==> src/rtl/vfx_frame_scheduler.sv <==
// vfx_frame_scheduler: frame framing/repair and frame-stable filter select.
// Optional feature macro: VFX_SEL_OVERRIDE_EN (adds sel_override_en/sel_override).
module vfx_frame_scheduler #(
    parameter int DATA_W      = 12,
    parameter int IMG_W       = 320,
    parameter int IMG_H       = 240,
    parameter int HOLD_FRAMES = 4
) (
    input  logic              clk,
    input  logic              reset,
    input  logic [1:0]        freq_flag,
`ifdef VFX_SEL_OVERRIDE_EN
    input  logic              sel_override_en,
    input  logic [1:0]        sel_override,
`endif
    input  logic              valid_in,
    input  logic              startofpacket_in,
    input  logic              endofpacket_in,
    input  logic [DATA_W-1:0] data_in,
    output logic              ready_out,
    input  logic              ready_in,
    output logic              valid_out,
    output logic              startofpacket_out,
    output logic              endofpacket_out,
    output logic [DATA_W-1:0] data_out,
    output logic [1:0]        filter_sel,
    output logic              frame_active,
    output logic              frame_error,
    output logic [15:0]       frame_count
);
    localparam int N      = IMG_W * IMG_H;
    localparam int PIX_W  = (N > 1) ? $clog2(N) : 1;
    localparam int HOLD_W = $clog2(HOLD_FRAMES + 1);
    localparam logic [PIX_W-1:0]  PIX_LAST = PIX_W'(N - 1);
    localparam logic [HOLD_W-1:0] HOLD_MAX = HOLD_W'(HOLD_FRAMES);

    typedef enum logic [1:0] {S_IDLE, S_ACTIVE, S_FLUSH} state_t;

    state_t            r_state, w_state_nxt;
    logic [PIX_W-1:0]  r_pix_cnt, w_pix_nxt;
    logic [1:0]        r_sel, w_sel_nxt;
    logic [1:0]        r_cand, w_cand_nxt;
    logic [HOLD_W-1:0] r_hold, w_hold_nxt, w_hold_inc;
    logic [15:0]       r_fcnt, w_fcnt_nxt;
    logic              r_err, w_err_nxt;
    logic              w_ready, w_valid, w_eop, w_fire, w_last;

    assign w_last = (r_pix_cnt == PIX_LAST);
    assign w_fire = valid_in & w_ready;

    // Zero-latency handshake/sideband path, shaped by the frame state
    always_comb begin
        w_ready = 1'b1;
        w_valid = 1'b0;
        w_eop   = endofpacket_in;
        unique case (r_state)
            S_IDLE: begin
                w_ready = startofpacket_in ? ready_in : 1'b1;
                w_valid = valid_in & startofpacket_in & ready_in;
            end
            S_ACTIVE: begin
                w_ready = ready_in;
                w_valid = valid_in;
                // Overrun: close the frame downstream on its last legal pixel
                if (w_last && !startofpacket_in) w_eop = 1'b1;
            end
            S_FLUSH: begin
                // A fresh sop restarts a frame, so it must reach the filter
                if (startofpacket_in && !endofpacket_in) begin
                    w_ready = ready_in;
                    w_valid = valid_in & ready_in;
                end
            end
            default: ;
        endcase
    end

    // Next state, pixel counting, fault detection and select hysteresis
    always_comb begin
        w_state_nxt = r_state;
        w_pix_nxt   = r_pix_cnt;
        w_sel_nxt   = r_sel;
        w_cand_nxt  = r_cand;
        w_hold_nxt  = r_hold;
        w_fcnt_nxt  = r_fcnt;
        w_err_nxt   = 1'b0;
        w_hold_inc  = (r_hold >= HOLD_MAX) ? HOLD_MAX : r_hold + 1'b1;
        if (w_fire) begin
            unique case (r_state)
                S_IDLE: begin
                    if (startofpacket_in && endofpacket_in) begin
                        w_err_nxt = 1'b1;
                    end else if (startofpacket_in) begin
                        w_state_nxt = S_ACTIVE;
                        w_pix_nxt   = PIX_W'(1);
                    end
                end
                S_FLUSH: begin
                    if (endofpacket_in) begin
                        w_state_nxt = S_IDLE;
                    end else if (startofpacket_in) begin
                        w_state_nxt = S_ACTIVE;
                        w_pix_nxt   = PIX_W'(1);
                    end
                end
                S_ACTIVE: begin
                    if (startofpacket_in) begin
                        w_err_nxt  = 1'b1;
                        w_hold_nxt = '0;
                        if (endofpacket_in) w_state_nxt = S_IDLE;
                        else w_pix_nxt = PIX_W'(1);
                    end else if (endofpacket_in) begin
                        w_state_nxt = S_IDLE;
                        if (w_last) begin
                            w_fcnt_nxt = r_fcnt + 16'd1;
                            if (freq_flag == r_cand) begin
                                w_hold_nxt = w_hold_inc;
                            end else begin
                                w_cand_nxt = freq_flag;
                                w_hold_nxt = HOLD_W'(1);
                            end
                            if (w_hold_nxt >= HOLD_MAX && w_cand_nxt != r_sel)
                                w_sel_nxt = w_cand_nxt;
                        end else begin
                            w_err_nxt  = 1'b1;
                            w_hold_nxt = '0;
                        end
                    end else if (w_last) begin
                        w_err_nxt   = 1'b1;
                        w_hold_nxt  = '0;
                        w_state_nxt = S_FLUSH;
                    end else begin
                        w_pix_nxt = r_pix_cnt + 1'b1;
                    end
                end
                default: ;
            endcase
        end
`ifdef VFX_SEL_OVERRIDE_EN
        if (w_fire && startofpacket_in && r_state != S_ACTIVE && sel_override_en) begin
            w_sel_nxt  = sel_override;
            w_cand_nxt = sel_override;
            w_hold_nxt = HOLD_MAX;
        end
`endif
    end

    // Control registers; reset abandons any frame in flight
    always_ff @(posedge clk or posedge reset) begin
        if (reset) begin
            r_state   <= S_IDLE;
            r_pix_cnt <= '0;
            r_sel     <= '0;
            r_cand    <= '0;
            r_hold    <= '0;
            r_fcnt    <= '0;
            r_err     <= 1'b0;
        end else begin
            r_state   <= w_state_nxt;
            r_pix_cnt <= w_pix_nxt;
            r_sel     <= w_sel_nxt;
            r_cand    <= w_cand_nxt;
            r_hold    <= w_hold_nxt;
            r_fcnt    <= w_fcnt_nxt;
            r_err     <= w_err_nxt;
        end
    end

    assign ready_out         = w_ready;
    assign valid_out         = w_valid;
    assign startofpacket_out = startofpacket_in;
    assign endofpacket_out   = w_eop;
    assign data_out          = data_in;
    assign filter_sel        = r_sel;
    assign frame_active      = (r_state == S_ACTIVE);
    assign frame_error       = r_err;
    assign frame_count       = r_fcnt;
endmodule

==> config.mk <==
export PLATFORM = sky130hd
export DESIGN_NAME = vfx_frame_scheduler
export DESIGN_NICKNAME = d
export VERILOG_FILES = /design/src/rtl/vfx_frame_scheduler.sv
export SDC_FILE = /design/constraint.sdc
export NUM_CORES = 1
export LEC_CHECK = 0
export CAP_MARGIN = 20
export CORE_MARGIN = 4
export CORE_UTILIZATION = 51
export CTS_CLUSTER_DIAMETER = 200
export DETAILED_ROUTE_END_ITERATION = 7
export PLACE_DENSITY = 0.8
export RECOVER_POWER = 25
export SKIP_LAST_GASP = 1
export SLEW_MARGIN = 20
export SYNTH_ARGS = -nofsm -noshare
export SYNTH_HDL_FRONTEND = slang
export SYNTH_SLANG_ARGS = --single-unit
==> constraint.sdc <==
create_clock -name clk -period 2.75 [get_ports clk]
set_input_delay 0.4125 -clock clk [delete_from_list [all_inputs] [get_ports clk]]
set_output_delay 0.4125 -clock clk [all_outputs]
set_load 0.01 [all_outputs]
Word-level counts from Yosys, hierarchy flattened
Cells that the tools add are included.
W data, S select, Z words.
Storage, ports and cells
  bits in read-only memories: 0
  output and inout port bits: 36
  bits in writable memories: 0
  bits in latches: 0
  logic and storage cells: 89
  register bits: 43
  memories kept: 0
Cells by class
  reduce and logical (&&, ||, !) cells: 14
  shift operators: 0
  equal/unequal tests: 11
  multiplexer cells: 47
  div/mod/pow operators: 0
  bitwise operators: 5
  magnitude comparators: 2
  add/sub/neg operators: 3
  multiply operators: 0
Operators with widths (count)
  $mux W17: 7
  $pmux W17 S3: 1
  $mux W3: 11
  $mux W2: 13
  $add A17 B1 Y17 const B: 1
  $eq A17 B17 Y1 const B: 1
  $add A16 B1 Y16 const B: 1
  $reduce_and A6 Y1: 2
  $mux W1: 11
  $reduce_and A5 Y1: 2
  $ge A3 B3 Y1 const B: 2
  $ne A2 B2 Y1 const B: 3
  $ne A3 B3 Y1 const B: 2
  $pmux W1 S3: 2
  $pmux W2 S3: 1
  $reduce_bool A3 Y1: 2
  $and A1 B1 Y1: 4
  $logic_and A1 B1 Y1: 4
  $add A3 B1 Y3 const B: 1
  $ne A3 B2 Y1 const B: 1
  $reduce_and A3 Y1: 1
  $eq A2 B1 Y1 const B: 1
  $eq A2 B2 Y1: 1
  $eq A2 B2 Y1 const B: 1
  5 further kinds: 6

Longest topological paths before layout
Gate-level depths: netlist of the first run.
  word-level depth: 11
  depth in mapped cells: 8
  depth with buffers taken out: 7

Least setup slack after synthesis of the first run
OpenSTA, ideal clock, no wires.
  path type: register to register
  from: reg r_state[1]
  to: reg r_pix_cnt[14]
  library setup time: 82 ps
  arrival time: 2081 ps
  cell stages (with the launch flop): 9
  setup slack: 587 ps
  path buffers: 1
  path through: dfrtp_1 > inv_1 > ha_1 > nand2b_2 > or4b_4 > a211oi_2 > buf_4 > a41oi_1 > a31oi_1
On the way
  longest elaborated chain between the ends: 4
  elaborated cells between the ends (all ways): 12
RTL lines
  start, declared: line 39  | state_t r_state, w_state_nxt;
  start signal, assigned: line 159  | r_state <= w_state_nxt;
  $eq A2 B1 Y1 (*)
  via frame_active: line 27  | output logic frame_active,
  $pmux W1 S3: line 56  | unique case (r_state)
  $and A1 B1 Y1: line 49  | assign w_fire = valid_in & w_ready;
  $reduce_and A6 Y1 (no line)
  end signal, assigned: line 160  | r_pix_cnt <= w_pix_nxt;
  end, declared: line 40  | logic [PIX_W-1:0] r_pix_cnt, w_pix_nxt;
Mark *: on every way through the listed nets, which the timed path passes. The rest lies on a longest branch.
A chain may end at the register's enable or synchronous reset.

Final worst setup path of the first run
  from: reg r_pix_cnt[0]
  to: out endofpacket_out
On the way
  longest elaborated chain between the ends: 4
RTL lines
  $eq A17 B17 Y1: line 48  | assign w_last = (r_pix_cnt == PIX_LAST);
  $logic_and A1 B1 Y1: line 65  | if (w_last && !startofpacket_in) w_eop = 1'b1;
  $mux W1: line 65
  $mux W1: line 56
  end, declared: line 24  | output logic endofpacket_out,
No other way between the ends.

==> results of run 1 <==
## logic make-up after synthesis
logic type	after synthesis
AO/OA/AOI/OAI	49
XOR/XNOR	19
adder cells (fa/ha/maj)	9
buffers and inverters	35
flip-flops	43
multiplexers	6
AND/OR/NAND/NOR	120
## power breakdown
part | switching, W | total (W) | internal, W
sequential | 0.0000537 | 0.000723 | 0.000669
clock | 0.000214 | 0.000391 | 0.000178
combinational | 0.000245 | 0.000431 | 0.000186
total | 0.000513 | 0.00155 | 0.00103
## path summary, 6_finish.rpt
kind / from / endpoint / slack [ps] / cells after the start
max: r_pix_cnt[0]$_DFFE_PP0P_ / endofpacket_out / 80 / 5
min reg2reg: frame_count[15]$_DFFE_PP0P_ / frame_count[15]$_DFFE_PP0P_ / 480 / 1
min in group asynchronous: reset / filter_sel[1]$_DFFE_PP0P_ / 890 / 3
min: frame_count[15]$_DFFE_PP0P_ / frame_count[15]$_DFFE_PP0P_ / 480 / 1
max reg2reg: r_state[1]$_DFFE_PP0P_ / r_pix_cnt[3]$_DFFE_PP0P_ / 380 / 8
max in group asynchronous: reset / r_pix_cnt[4]$_DFFE_PP0P_ / 1220 / 3
## metrics by stage
stage	hold slack (ps)	power [W]
after floorplan	485.8	0.001022
after global placement	461.2	0.001138
after detailed placement	469.5	0.001154
after CTS	484.3	0.001552
after global routing	507.3	0.001634
final	479.0	0.001545
## per-layer routing
metal	vias to the layer above	GRT usage, %	wire, um
li1	1050	-	-
met1	1067	23.79	2492
met2	77	30.63	2771
met3	4	4.148	303
met4	0	5.574	53
met5	-	0	0
## flip-flops by register name, summed over array words and instances (netlist names)
signal and cells:
r_hold 3, filter_sel 2, r_pix_cnt 17, frame_error 1, frame_count 16, r_state 2, r_cand 2
## layout make-up
cell class                      instances  area, sq um  share of cell area, %
Inverter                               10        37.54                  1.215
Clock inverter                          2        12.51                 0.4049
Timing Repair Buffer                   41        395.4                  12.79
Multi-Input combinational cell        203         1409                  45.59
Tap cell                               70        87.58                  2.834
Sequential cell                        43         1076                  34.82
Clock buffer                            6        72.57                  2.348
## repair_timing
item,CTS,global route
pin swaps,0,0
cloned,0,0
endpoints found under the setup margin,1,2
resized for setup,1,2
## layout by cell type, fill, tap and decap left out, types with 6 or more instances in the layout
master	netlist	final
and3_1	13	13
xor2_1	6	6
a31oi_1	8	8
clkdlybuf4s50_1	0	30
nor2_1	19	19
buf_4	16	8
nand2_1	23	23
nand3_1	13	13
xnor2_1	13	13
dfrtp_1	43	43
ha_1	9	9
inv_1	10	10
a21oi_1	10	9
a221o_1	6	6
nand4_1	14	14
## critical path: cells and delay by family, from the launching register on
| kind | cells | cell delay [ps] |
|---|---|---|
| compound gates | 1 | 130 |
| buf+inv | 1 | 530 |
| simple gates | 2 | 590 |
| fa+ha+maj | 1 | 210 |
| flops | 1 | 490 |
==> flow_summary.yaml, run 1 <==
route:
  post_drt_wl_per_cell_um: 14.99
  firstDrtPassIters: 4
  viasPerCell: 5.861
  wl_um: 5621
  drtAntennaViolNets: 0
  drt_iter0_drc: 137
  drc: 0
  via_count: 2198
synthesis:
  syn_area_sq_mm: 0.002671
  syn_area_per_cell_sq_um: 9.506
  muxShareOfSynthArea_pct: 2.482
  synth_edf_count: 0
  synth_largest_area_cell: "dfrtp_1"
  yosys-top-cells-area: "dfrtp_1, buf_4, xnor2_1"
  synth_xor_area_share_pct: 6.230
  yosys_warnings: 0
  synth_top_cell_area_share_pct: 40.28
  synthAdderAreaFrac_pct: 4.215
  synth-compound-area-share_pct: 13.49
  synth.most_common_cell: "dfrtp_1"
  ys_seq_elements: 43
  synth_ff_type: "dfrtp_1"
  synth_cell_type_count: 54
  synth_top_family_by_area: "simple AND/OR/NAND/NOR gates"
  syn-num-nets: 310
  synth_common_cells: "dfrtp_1, nand2_1, nor2_1"
  async_flop_share_pct: 100.0
  ys_seq_area_share_pct: 40.28
  synth-simple-area-share_pct: 25.67
  syn_inst: 281
setup_path:
  required_ps: 2340
  cpMaxStageDelayCell: "clkdlybuf4s50_1"
  criticalPathCategory: "reg2out"
  start_kind: "flop"
  worstSetupEndpointType: "primary output"
  crit_path_max_incr_delay_ps: 530
  path_max_fanout: 7
  arrival_ps: 2250
  crit_path_cell_trace: "ha_1, nor4bb_2, and4_1, a21o_1, clkdlybuf4s50_1"
clocking:
  root_buffer: "clkbuf_8"
  cts_sinks: 43
  cts_setup_buffers: 0
  clock_latency_ps: 300
  clk_pin_slew_ps: 80
  cts_inserted_buffers: 5
  ctsHoldBuffers: 0
  ctsLongestPathBuffers: 2
  tritoncts: "built"
  cts.htree.levels: 2
placement:
  place.gp.congestion: 0.8218
  hpwl_um: 4074
  placed_cell_area_sq_mm: 0.002990
  place_ws_ps: 172.6
  port_buffers: 31
  dp_cells: 367
floorplanning:
  io_pins: 56
  die_area_sq_mm: 0.006460
  coreArea_sq_mm: 0.005107
  rows: 26
  initial_core_util_pct: 52.30
  die_h_um: 80.38
  dieWidth_um: 80.38
timing:
  rsz0062_at_grt: "true"
  fin_skew_ps: 7.399
  finalSetupViolCount: 0
  worst_slack_ps: 84.31
  tns_ps: 0
  tightest_slew_ps: 1056
  slew_viol_final: 0
  period_minus_slack_ps: 2666
  slew_headroom_pct: 29.63
  hold_viol: 0
  fin_crit_sh_pct: 96.93
  timing.fmax_ghz: 0.3751
cells_and_area:
  final_util_pct: 60.51
  layout-drive-gt1-share_pct: 11.48
  area_growth_pct: 15.69
  fillers: 463
  finalNonFillerCells: 375
  design_area_sq_mm: 0.003090
  diodes: 0
  layout.nets: 333
global_route:
  grt_pass1_wl_um: 9453
  track_usage_pct: 18.40
  grt_pass1_vias: 2064
  antenna_found_initial: 0
  grt_overflow_total: 0
  grt_max_degree: 44
power_and_ir_drop:
  p_leak_nw: 1.385
  p_per_area_mw_per_mm2: 500.0
  max-vdd-ir-drop_mv: 0.2936
worst_hold_path:
  hold_path_class: "reg2reg"
status:
  outcome: "finished, final reports clean"
flow_run:
  cap_violations: 0
No activity file was read; power rests on OpenSTA's default activity.
==> inputs of run 2 (changes only) <==
--- a/config.mk
+++ b/config.mk
@@ -6,11 +6,13 @@
 export NUM_CORES = 1
 export LEC_CHECK = 0
 export CAP_MARGIN = 20
+export CELL_PAD_IN_SITES_DETAIL_PLACEMENT = 1
+export CELL_PAD_IN_SITES_GLOBAL_PLACEMENT = 1
 export CORE_MARGIN = 4
-export CORE_UTILIZATION = 51
+export CORE_UTILIZATION = 39
 export CTS_CLUSTER_DIAMETER = 200
 export DETAILED_ROUTE_END_ITERATION = 7
-export PLACE_DENSITY = 0.8
+export PLACE_DENSITY_LB_ADDON = 0.1
 export RECOVER_POWER = 25
 export SKIP_LAST_GASP = 1
 export SLEW_MARGIN = 20
==> run 2 against run 1 <==
Against the previous run: final cell count grew 3.5%; routed wire length rose by 19%; utilization decreased by 12 points; clock-buffer cell count fell by 1; via count about the same; non-clock buffer count up 6; sequential power shrank 1%; clock skew decreased by 3.3 ps; sequential share of layout area decreased by 0.89 points; combinational power increased by 9.3%; largest cell class unchanged; largest power group unchanged.
==> flow_summary.yaml, run 2 (synthesized netlist as in run 1, its figures left out) <==
power_and_ir_drop:
  p_leak_nw: 1.425
  power.switching_w: 0.0005534
  swShare_pct: 32.63
  p_clk_share_pct: 30.0
  p_per_area_mw_per_mm2: 534.1
  intPower_w: 0.001143
  combPwrFrac_pct: 27.8
  p_seq_share_pct: 42.2
  max-vdd-ir-drop_mv: 0.1999
route:
  firstDrtPassIters: 4
  via_count: 2197
  wl_um: 6701
  drt_iter0_drc: 66
  viasPerCell: 5.662
  drc: 0
  post_drt_wl_per_cell_um: 17.27
  drtAntennaViolNets: 0
cells_and_area:
  layout-drive-gt1-share_pct: 13.83
  final_cell_mix: "dfrtp_1, clkdlybuf4s50_1, nand2_1"
  area_growth_pct: 18.88
  finalNonFillerCells: 388
  layout_commonest_cell: "dfrtp_1"
  top_register: "r_pix_cnt"
  largest_reg_flops: 17
  diodes: 0
  final_util_pct: 48.89
  layout.nets: 339
setup_path:
  criticalPathCategory: "reg2out"
  cpLargestDelayFamily: "buffers and inverters"
  cpMaxStageDelayCell: "clkdlybuf4s50_1"
  worst-path-stages: 6
  path_max_fanout: 5
  reg2regPathDepth: 8
  arrival_ps: 2230
  start_kind: "flop"
  crit_path_cell_trace: "inv_1, ha_1, or2_2, a21oi_4, nand2_1, clkdlybuf4s50_1"
  required_ps: 2340
  cp.buffers_inverters: 2
  crit_path_max_incr_delay_ps: 490
  r2r-start: "r_state[1]$_DFFE_PP0P_"
  r2r-end: "r_pix_cnt[3]$_DFFE_PP0P_"
  rrSetupSlack_ps: 320
  worstSetupEndpointType: "primary output"
timing:
  finalSetupViolCount: 0
  fin_skew_ps: 4.146
  period_minus_slack_ps: 2646
  fin_crit_sh_pct: 96.20
  rsz0062_at_grt: "true"
  slew_viol_final: 0
  hold_viol: 0
  timing.fmax_ghz: 0.3780
  tightest_slew_ps: 894.2
  slew_headroom_pct: 40.02
clocking:
  ctsHoldBuffers: 0
  cts.htree.levels: 2
  cts_inserted_buffers: 5
  clk_pin_slew_ps: 80
  cts_setup_buffers: 0
  tritoncts: "built"
  ctsLongestPathBuffers: 2
  root_buffer: "clkbuf_8"
  cts_sinks: 43
  clock_latency_ps: 300
global_route:
  antenna_found_initial: 0
  grt_overflow_total: 0
  grt_max_degree: 27
  grt_pass1_vias: 2213
  track_usage_pct: 16.76
  grt_pass1_wl_um: 11320
worst_hold_path:
  worstHoldEndpoint: "frame_count[15]$_DFFE_PP0P_"
  hold_path_class: "reg2reg"
  hold_start: "frame_count[15]$_DFFE_PP0P_"
  hold_depth: 1
floorplanning:
  die_h_um: 90.76
  coreArea_sq_mm: 0.006495
  io_pins: 56
  die_area_sq_mm: 0.008237
  initial_core_util_pct: 41.13
  rows: 29
  dieWidth_um: 90.76
status:
  outcome: "finished, final reports clean"
placement:
  place.gp.congestion: 0.8217
  hpwl_um: 5025
  dp_cells: 380
  port_buffers: 31
flow_run:
  cap_violations: 0
## run 2: cell types whose count changed in the layout (fill, tap and decap cells not counted), sizes merged
cell / change
clkbuf: -2
bufinv: +1
clkinv: +2
buf: +7
clkinvlp: -1
inv: -1
## run 2: power groups by stage
stage | Combinational, W | Sequential (W) | Clock [W]
2_1_floorplan | 0.000301 | 0.000721 | 0
3_3_place_gp | 0.000457 | 0.000726 | 0
3_5_place_dp | 0.000464 | 0.000726 | 0
4_1_cts | 0.000469 | 0.000715 | 0.000520
5_1_grt | 0.000517 | 0.000721 | 0.000548
6_report | 0.000471 | 0.000716 | 0.000508
## run 2: cell type report
cell class / instances / area, sq um
Multi-Input combinational cell: 203 / 1409
Clock inverter: 3 / 43.79
Tap cell: 77 / 96.34
Fill cell: 723 / 3319
Clock buffer: 5 / 68.82
Sequential cell: 43 / 1077
Inverter: 10 / 37.54
Timing Repair Buffer: 47 / 442.9
## run 2: worst max-delay path by stage
stage / startpoint / to / slack (ps)
6_report: r_state[1]$_DFFE_PP0P_ / ready_out / 100
5_1_grt: r_state[1]$_DFFE_PP0P_ / ready_out / -6
2_1_floorplan: r_state[1]$_DFFE_PP0P_ / r_pix_cnt[14]$_DFFE_PP0P_ / 590
3_3_place_gp: endofpacket_in / r_pix_cnt[14]$_DFFE_PP0P_ / 240
4_1_cts: r_state[0]$_DFFE_PP0P_ / ready_out / 30
3_5_place_dp: endofpacket_in / r_pix_cnt[14]$_DFFE_PP0P_ / 200
## run 2: timing repair
action	CTS	global route
resized for setup	1	3
pin swaps	0	0
setup endpoints to repair	1	2
## run 2: per-layer routing
metal | wire [um] | GRT usage [%]
met5 | 0 | 0
met4 | 75 | 5.102
met3 | 226 | 3.667
met2 | 2953 | 25.45
met1 | 3446 | 23.75
## run 2: through the flow
stage / TNS (ps) / total power [W] / hold slack (ps) / instance area (sq um) / setup WS (ps)
detailed placement: 0 / 0.001191 / 466.9 / 3044 / 195.5
global placement: 0 / 0.001184 / 462.4 / 3044 / 242.5
floorplan: 0 / 0.001022 / 485.8 / 2671 / 586.8
global route: -6.470 / 0.001785 / 497.1 / 3176 / -6.470
finish: 0 / 0.001696 / 472.9 / 3176 / 104.5
CTS: 0 / 0.001704 / 479.1 / 3161 / 25.02
==> inputs of run 3 (changes only) <==
--- a/config.mk
+++ b/config.mk
@@ -9,7 +9,7 @@
 export CELL_PAD_IN_SITES_DETAIL_PLACEMENT = 1
 export CELL_PAD_IN_SITES_GLOBAL_PLACEMENT = 1
 export CORE_MARGIN = 4
-export CORE_UTILIZATION = 39
+export CORE_UTILIZATION = 35
 export CTS_CLUSTER_DIAMETER = 200
 export DETAILED_ROUTE_END_ITERATION = 7
 export PLACE_DENSITY_LB_ADDON = 0.1
==> constraint.sdc (replaced) <==
create_clock -name clk -period 2.3 [get_ports clk]
set_input_delay 0.345 -clock clk [delete_from_list [all_inputs] [get_ports clk]]
set_output_delay 0.345 -clock clk [all_outputs]
set_load 0.01 [all_outputs]
==> run 3 against run 2 <==
Against the previous run: worst hold slack lost 14 ps; clock-buffer cell count unchanged; largest power group unchanged; total power is 28% higher; critical path depth unchanged.
==> flow_summary.yaml, run 3 (synthesized netlist as in run 1, its figures left out) <==
cells_and_area:
  layout-drive-gt1-share_pct: 21.47
  final_util_pct: 46.94
  fillers: 836
  top_register: "r_pix_cnt"
  final_cell_mix: "dfrtp_1, buf_4, clkdlybuf4s50_1"
  finalNonFillerCells: 439
  diodes: 0
  largest_reg_flops: 17
  layout_commonest_cell: "dfrtp_1"
  area_growth_pct: 28.81
  layout.nets: 368
  design_area_sq_mm: 0.003441
placement:
  dp_cells: 427
  port_buffers: 31
  place.gp.congestion: 0.8074
  hpwl_um: 5410
  placed_cell_area_sq_mm: 0.003284
  place_ws_ps: -75.98
timing:
  period_minus_slack_ps: 2220
  hold_viol: 0
  worst_slack_ps: 80.08
  tightest_slew_ps: 1076
  fin_skew_ps: 5.588
  timing.fmax_ghz: 0.4505
  slew_viol_final: 0
  slew_headroom_pct: 28.26
  finalSetupViolCount: 0
  fin_crit_sh_pct: 96.52
global_route:
  antenna_found_initial: 0
  grt_max_degree: 22
  grt_pass1_wl_um: 11830
  track_usage_pct: 16.92
  grt_pass1_vias: 2303
  grt_overflow_total: 0
power_and_ir_drop:
  total_power_w: 0.002176
  p_leak_nw: 1.588
  max-vdd-ir-drop_mv: 0.2266
  p_per_area_mw_per_mm2: 632.5
clocking:
  ctsLongestPathBuffers: 2
  tritoncts: "built"
  clock_latency_ps: 300
  root_buffer: "clkbuf_8"
  clk_pin_slew_ps: 90
  cts.htree.levels: 2
  cts_sinks: 43
  cts_inserted_buffers: 5
route:
  drt_iter0_drc: 72
  wl_um: 7369
  drtAntennaViolNets: 0
  post_drt_wl_per_cell_um: 16.79
  drc: 0
  viasPerCell: 5.255
  via_count: 2307
  firstDrtPassIters: 4
setup_path:
  required_ps: 1960
  start_kind: "flop"
  arrival_ps: 1870
  criticalPathCategory: "reg2out"
  worstSetupEndpointType: "primary output"
  path_max_fanout: 8
floorplanning:
  initial_core_util_pct: 36.44
  die_area_sq_mm: 0.009094
  dieWidth_um: 95.37
  io_pins: 56
  die_h_um: 95.37
  coreArea_sq_mm: 0.007331
  rows: 31
worst_hold_path:
  hold_path_class: "in2async"
status:
  outcome: "finished, final reports clean"
flow_run:
  cap_violations: 0
run 3: report_power, final:
part / internal [W] / total (W) / switching (W)
Sequential: 0.000800 / 0.000832 / 0.0000313
Clock: 0.000324 / 0.000615 / 0.000291
Combinational: 0.000335 / 0.000730 / 0.000395
Total: 0.00146 / 0.00218 / 0.000717
run 3: layout make-up:
type                       count  area, sq um  area share [%]
sequential                    43         1076           31.27
clock inverter                 3        43.79           1.273
inverter                      10        37.54           1.091
timing repair buffer          76        665.6           19.35
multi-input combinational    203         1425           41.42
clock buffer                   5        68.82           2.000
tap                           99        123.9           3.600
run 3: worst paths after layout:
path	from	end	slack [ps]	cells after the start
hold / removal	reset	r_hold[2]$_DFFE_PP0P_	460	2
max in group asynchronous	reset	frame_count[5]$_DFFE_PP0P_	520	3
setup / recovery	r_state[0]$_DFFE_PP0P_	endofpacket_out	80	6
min in group clk	frame_count[15]$_DFFE_PP0P_	frame_count[15]$_DFFE_PP0P_	480	1
hold reg to reg	frame_count[15]$_DFFE_PP0P_	frame_count[15]$_DFFE_PP0P_	480	1
setup reg to reg	r_state[0]$_DFFE_PP0P_	filter_sel[0]$_DFFE_PP0P_	110	8
run 3: routing by layer:
metal | wire (um) | global-route usage, %
met4 | 104 | 5.409
met5 | 0 | 0
met2 | 3483 | 27.23
met3 | 233 | 3.078
met1 | 3548 | 22.97
run 3: what timing repair did:
action / 4_1_cts / 5_1_grt
resized for setup: 6 / 5
hold buffers: 0 / 0
endpoints found under the hold margin: 0 / 0
gates cloned: 0 / 0
setup endpoints to repair: 3 / 4
setup buffers: 2 / 2
pin swaps: 1 / 1
run 3: metrics by stage:
stage	hold WS, ps	TNS, ps
after floorplan	458.2	0
after global placement	459.6	-66.93
after detailed placement	464.8	-400.5
after CTS	351.3	-174.6
after global routing	483.8	-12.68
final	458.7	0
run 3: critical path, cell delays in order (launching register included):
cell           delay, ps
dfrtp_1              390
buf_4                150
ha_1                 230
buf_4                180
nor2b_2              160
a21o_1               190
dlygate4sd2_1        280
